File: config.mk
export PLATFORM = sky130hd
export DESIGN_NAME = aurora_tx_arbiter
export DESIGN_NICKNAME = d
export VERILOG_FILES = /design/src/rtl/aurora_tx_arbiter.sv
export SDC_FILE = /design/constraint.sdc
export NUM_CORES = 1
export LEC_CHECK = 0
export ABC_AREA = 1
export CORE_AREA = 5 5 288 290
export CTS_CLUSTER_SIZE = 25
export DETAILED_ROUTE_END_ITERATION = 8
export DIE_AREA = 0 0 293 295
export GPL_TIMING_DRIVEN = 1
export PLACE_DENSITY = 0.41
export SKIP_LAST_GASP = 1
export SLEW_MARGIN = 40
export SYNTH_ARGS = -nofsm -noshare
export SYNTH_HDL_FRONTEND = slang
export SYNTH_SLANG_ARGS = --single-unit
File: constraint.sdc
create_clock -name clk -period 2.6 [get_ports clk]
set_clock_uncertainty 0.1 [all_clocks]
set_input_delay 0.52 -clock clk [delete_from_list [all_inputs] [get_ports clk]]
set_output_delay 0.52 -clock clk [all_outputs]
set_load 0.03 [all_outputs]
File: src/rtl/aurora_tx_arbiter.sv
// aurora_tx_arbiter
//   Round-robin arbiter that merges SRC_CNT AXI-Stream requesters onto a
//   single Aurora TX stream. Whole packets are granted at a time; a packet
//   cut short by channel loss is drained from its source and counted.
//
// Ports
//   clk, rst      : user clock, synchronous active-high reset
//   channel_up    : Aurora channel status (clk domain)
//   s_tdata/tkeep/tvalid/tlast/tready : per-requester AXIS slave ports
//   m_tdata/tkeep/tvalid/tlast/tready : AXIS master port to Aurora TX
//   grant         : index of the current (or last) granted requester
//   busy          : high while a packet is being sent or drained
//   drop_cnt      : saturating count of packets truncated by channel loss
module aurora_tx_arbiter #(
  parameter int SRC_CNT = 4,
  parameter int DATA_W  = 128,
  parameter int KEEP_W  = 16,
  localparam int GW     = (SRC_CNT > 1) ? $clog2(SRC_CNT) : 1
) (
  input  logic                            clk,
  input  logic                            rst,
  input  logic                            channel_up,
  input  logic [SRC_CNT-1:0][DATA_W-1:0]  s_tdata,
  input  logic [SRC_CNT-1:0][KEEP_W-1:0]  s_tkeep,
  input  logic [SRC_CNT-1:0]              s_tvalid,
  input  logic [SRC_CNT-1:0]              s_tlast,
  output logic [SRC_CNT-1:0]              s_tready,
  output logic [DATA_W-1:0]               m_tdata,
  output logic [KEEP_W-1:0]               m_tkeep,
  output logic                            m_tvalid,
  output logic                            m_tlast,
  input  logic                            m_tready,
  output logic [GW-1:0]                   grant,
  output logic                            busy,
  output logic [15:0]                     drop_cnt
);

  typedef enum logic [1:0] {IDLE, XFER, DRAIN} state_t;

  state_t        state;
  logic [GW-1:0] next_grant;
  logic [GW-1:0] cand;
  logic          req_found;
  logic          cur_valid;
  logic          cur_last;
  logic          xfer_done;

  assign cur_valid = s_tvalid[grant];
  assign cur_last  = s_tlast[grant];
  assign busy      = (state != IDLE);

  // The last beat of a packet is only accepted while the channel is up;
  // a channel drop in the same cycle sends the packet to DRAIN instead.
  assign xfer_done = (state == XFER) && channel_up && cur_valid && m_tready && cur_last;

  // Cyclic search starting one past the last grant; the final iteration
  // (i == SRC_CNT) revisits the last grant itself so a lone requester can
  // be re-granted.
  always_comb begin
    next_grant = grant;
    req_found  = 1'b0;
    cand       = '0;
    for (int i = 1; i <= SRC_CNT; i++) begin
      cand = GW'((int'(grant) + i) % SRC_CNT);
      if (!req_found && s_tvalid[cand]) begin
        req_found  = 1'b1;
        next_grant = cand;
      end
    end
  end

  // Datapath mux. In XFER the granted source is passed straight through.
  // s_tready is gated by channel_up so that a beat is never consumed in a
  // cycle where m_tvalid is suppressed; DRAIN then swallows the remainder.
  always_comb begin
    m_tdata  = '0;
    m_tkeep  = '0;
    m_tvalid = 1'b0;
    m_tlast  = 1'b0;
    s_tready = '0;
    case (state)
      XFER: begin
        m_tdata         = s_tdata[grant];
        m_tkeep         = s_tkeep[grant];
        m_tvalid        = cur_valid & channel_up;
        m_tlast         = cur_last;
        s_tready[grant] = m_tready & channel_up;
      end
      DRAIN: begin
        s_tready[grant] = 1'b1;
      end
      default: ;
    endcase
  end

  // Packet-level FSM. Reset leaves grant at SRC_CNT-1 so source 0 is the
  // first candidate. Returning to IDLE after every packet provides the
  // one-cycle arbitration bubble.
  always_ff @(posedge clk) begin
    if (rst) begin
      state    <= IDLE;
      grant    <= GW'(SRC_CNT - 1);
      drop_cnt <= '0;
    end else begin
      case (state)
        IDLE: begin
          if (channel_up && req_found) begin
            grant <= next_grant;
            state <= XFER;
          end
        end
        XFER: begin
          if (!channel_up) begin
            state <= DRAIN;
            if (drop_cnt != 16'hFFFF) begin
              drop_cnt <= drop_cnt + 16'd1;
            end
          end else if (xfer_done) begin
            state <= IDLE;
          end
        end
        DRAIN: begin
          if (cur_valid && cur_last) begin
            state <= IDLE;
          end
        end
        default: state <= IDLE;
      endcase
    end
  end

endmodule

==> summary.txt <==
Status
  • Status: complete, no violations

Yosys
  • Largest cells by area after synthesis: nor2_1 (36%), o21ai_0 (24%), a21oi_1 (13%)
  • Mapped Nets: 1,926
  • Mapped Area: 6203 um^2
  • Flops & latches, synth: 20
  • Synth Area per Inst: 4.664 um^2
  • Synthesis Warnings: 0
  • Async S/R FF share, synth: 0%
  • Number of synthesized flops with an enable pin: 0
  • Cell taking the most area after synthesis: nor2_1
  • Yosys cell types: 31
  • Yosys top cell area share: 36.12%
  • Mapped Cells: 1,330
  • Main synth FF type: dfxtp_1
  • Sequential cell area fraction in the yosys report: 6.454%

Layout
  • Fraction of layout cells with a size suffix above 1: 15.06%
  • Fillers: 9,238
  • Post-layout util: 20.34%
  • Non-Filler Instances: 3,149
  • Multi-input logic area: 5259 um^2
  • Area growth, synth to finish: 162.4%
  • Register area: 407.9 um^2
  • Fin nets: 2,675

GRT
  • Grt peak-use layer: met2
  • Routing usage on met3: 3.673%
  • GRT met1 Usage: 14.74%
  • Gr ovfl total: 0
  • Initial antenna violation count: 16
  • Vias in the first global route: 11,610
  • GRT Total Usage: 12.90%
  • GR Util met2: 23.93%
  • First-pass GRT wire length: 83,520 um
  • Largest net degree at the start of global routing: 76

Clocking
  • Clock Path Buffers: 2
  • Total CTS buffers: 3
  • # hold bufs at CTS: 0
  • CTS H-tree depth: 1
  • Worst-Skew Late Latency: 0.26 ns
  • CTS tree: yes
  • Root buffer selected by CTS: clkbuf_16
  • Clock sink count: 20
  • Clock Pin Slew Worst Setup and Hold Paths: 0.07 ns

Worst setup path
  • Reg2reg setup slack: 0.35 ns
  • Crit path max fanout: 17
  • CP Depth: 9
  • RR Endpoint: state[0]$_SDFFE_PP0P_
  • R2R depth: 13
  • Critical path class: reg -> out
  • Worst Path Required: 1.98 ns
  • CP startpoint kind: flip-flop
  • CP Launch Point: grant[0]$_SDFFE_PP1P_
  • Max stage delay cell, worst path: dfxtp_4
  • CP delay by family, top: buffers and inverters
  • CP arrival: 1.93 ns
  • Crit path capture: m_tkeep[8]
  • RR Startpoint: grant[0]$_SDFFE_PP1P_
  • CP peak stage delay: 0.41 ns
  • Nature of the critical path endpoint: output pin
  • Buffers & Inverters on Critical Path: 5
  • Critical path cell sequence: buf_12 > clkbuf_16 > buf_4 > nor2_1 > nor2_1 > o21ai_0 > a21oi_1 > buf_4 > buf_12

Timing
  • Tightest Pin Transition: 0.5788 ns
  • Slack of the critical path: 0.04855 ns
  • Final Max Tran Viols: 0
  • RSZ-0062 raised after global routing: yes
  • Peak Freq: 391.9 MHz
  • Slew HR: 61.01%
  • Final min period: 2.551 ns
  • Setup Viol. Count Final: 0
  • Final Hold Fails: 0
  • Final worst path period share: 98.13%

Drt
  • Via count: 11,730
  • DRT iter0 DRCs: 377
  • Total Routed Length: 65,080 um
  • Post-route antenna net violation count: 0
  • DR vias/cell: 3.725
  • Routed WL per cell: 20.67 um
  • TritonRoute pass-1 iters: 5
  • DRC viols: 0

Place
  • DP HPWL: 50,440 um
  • RD Place Congestion: 0.8250
  • Cells after DPL: 3,093
  • Placement Setup Slack: -0.5021 ns
  • IO buf count: 756

Die
  • Die W: 293 um
  • Row count: 104
  • Die Y: 295 um
  • Die area: 86,440 um^2
  • Placeable Area: 80,030 um^2
  • IO Pins: 757
  • Starting Density: 7.752%

Power and ir drop
  • Comb pwr share: 94.9%
  • Pwr dens: 978.5 nW/um^2
  • Lkg Pwr: 6.120 nW
  • Switching Share: 57.00%
  • Clock power share: 2.5%
  • Flop pwr share: 2.7%
  • Max VDD drop: 0.3167 mV
  • Int Pwr: 6.850 mW
  • Switching power: 9.081 mW

Min path
  • Hold Path Origin: drop_cnt[4]$_SDFFE_PP0P_
  • Hold WC Path Type: reg -> reg

Run
  • Max Cap Violations: 0
-- cells by family after synthesis --
logic type	after synthesis	share of synthesized area (%)
flip-flops	20	6.454
buffers and inverters	151	10.47
adder cells (fa/ha/maj)	8	1.614
XOR/XNOR	2	0.2824
AO/OA/AOI/OAI	467	38.06
AND/OR/NAND/NOR	682	43.12
-- cell type report --
| type | instances | share of cell area (%) |
|---|---|---|
| Timing Repair Buffer | 859 | 55.17 |
| Multi-Input combinational cell | 1159 | 32.30 |
| Clock buffer | 4 | 0.6148 |
| Sequential cell | 20 | 2.505 |
| Tap cell | 1060 | 8.146 |
| Timing Repair inverter | 2 | 0.1076 |
| Antenna cell | 11 | 0.1691 |
| Inverter | 34 | 0.9837 |
-- through the flow --
stage               power (mW)  instance area [um^2]  hold WS, ns  TNS, ns
floorplan                7.601                  6203       0.3558        0
global placement         14.10                 15340       0.3770  -0.9146
detailed placement       14.05                 15340       0.3796  -0.6679
CTS                      15.23                 15770       0.3912   -1.029
global route             17.34                 16280       0.4208   -1.057
finish                   15.93                 16280       0.3830        0
-- timing repair --
action | 4_1_cts | 5_1_grt
pin swaps | 3 | 15
gates cloned | 5 | 11
resized for setup | 22 | 45
buffers inserted | 10 | 16
endpoints found under the setup margin | 33 | 103
-- how the worst min path moves through the flow --
stage	cells past startpoint	slack, ns	to
4_1_cts	2	0.39	state[0]$_SDFFE_PP0P_
6_report	2	0.38	drop_cnt[4]$_SDFFE_PP0P_
2_1_floorplan	2	0.36	state[1]$_SDFFE_PP0P_
3_5_place_dp	2	0.38	drop_cnt[4]$_SDFFE_PP0P_
3_3_place_gp	2	0.38	drop_cnt[14]$_SDFFE_PP0P_
5_1_grt	2	0.42	drop_cnt[4]$_SDFFE_PP0P_
-- state kept, by name, indices dropped and copies added (netlist names) --
signal / count
drop_cnt: 16
state: 2
grant: 2
-- synthesized netlist by cell type (2+ instances only) --
cell type,n
a21oi_1,157
a21oi_2,2
buf_1,12
buf_2,23
buf_4,9
buf_6,2
clkbuf_1,71
dfxtp_1,20
ha_1,8
inv_1,31
inv_4,2
nand2_1,42
nand2_2,9
nand3_1,17
nand3_2,4
nand4_1,4
nor2_1,597
nor3_1,3
o211ai_1,5
o21ai_0,298
o21ai_1,3
xor2_1,2
-- cell usage in the layout (no fill, tap or decap), drive strengths merged --
cell	count
nand2	52
a31oi	1
and2	1
a21oi	159
nand4	4
o21bai	1
diode	11
clkdlybuf4s50	606
o21ai	301
buf	240
bufbuf	4
nand3	21
o211ai	5
dfxtp	20
ha	8
nor3b	2
nor2	599
nor3	3
clkbuf	13
clkinv	1
inv	35
xor2	2
-- power groups by stage --
stage                     clock network, mW  registers (mW)  logic, mW
final                                 0.394           0.423       15.1
after global routing                  0.424           0.432       16.5
after CTS                             0.404           0.437       14.4
after detailed placement                  0           0.469       13.6
after global placement                    0           0.467       13.6
after floorplan                           0           0.419       7.18
-- worst reg2reg max path, stage by stage, from the launching register on --
cell     delay, ns
dfxtp_4       0.38
buf_12        0.15
inv_12        0.15
buf_6         0.22
ha_1          0.30
inv_1         0.13
nand3_1       0.11
nand2_2       0.11
nand4_1       0.12
nand2_1       0.10
nand2_2       0.06
nand2_1       0.08
nand2_1       0.06
a21oi_1       0.12
-- per-layer routing --
layer / wire [um] / up-vias
li1: - / 5876
met1: 25140 / 5270
met2: 33220 / 533
met3: 5272 / 52
met4: 1453 / 0
met5: 0 / -
No activity file was read; power rests on OpenSTA's default activity.
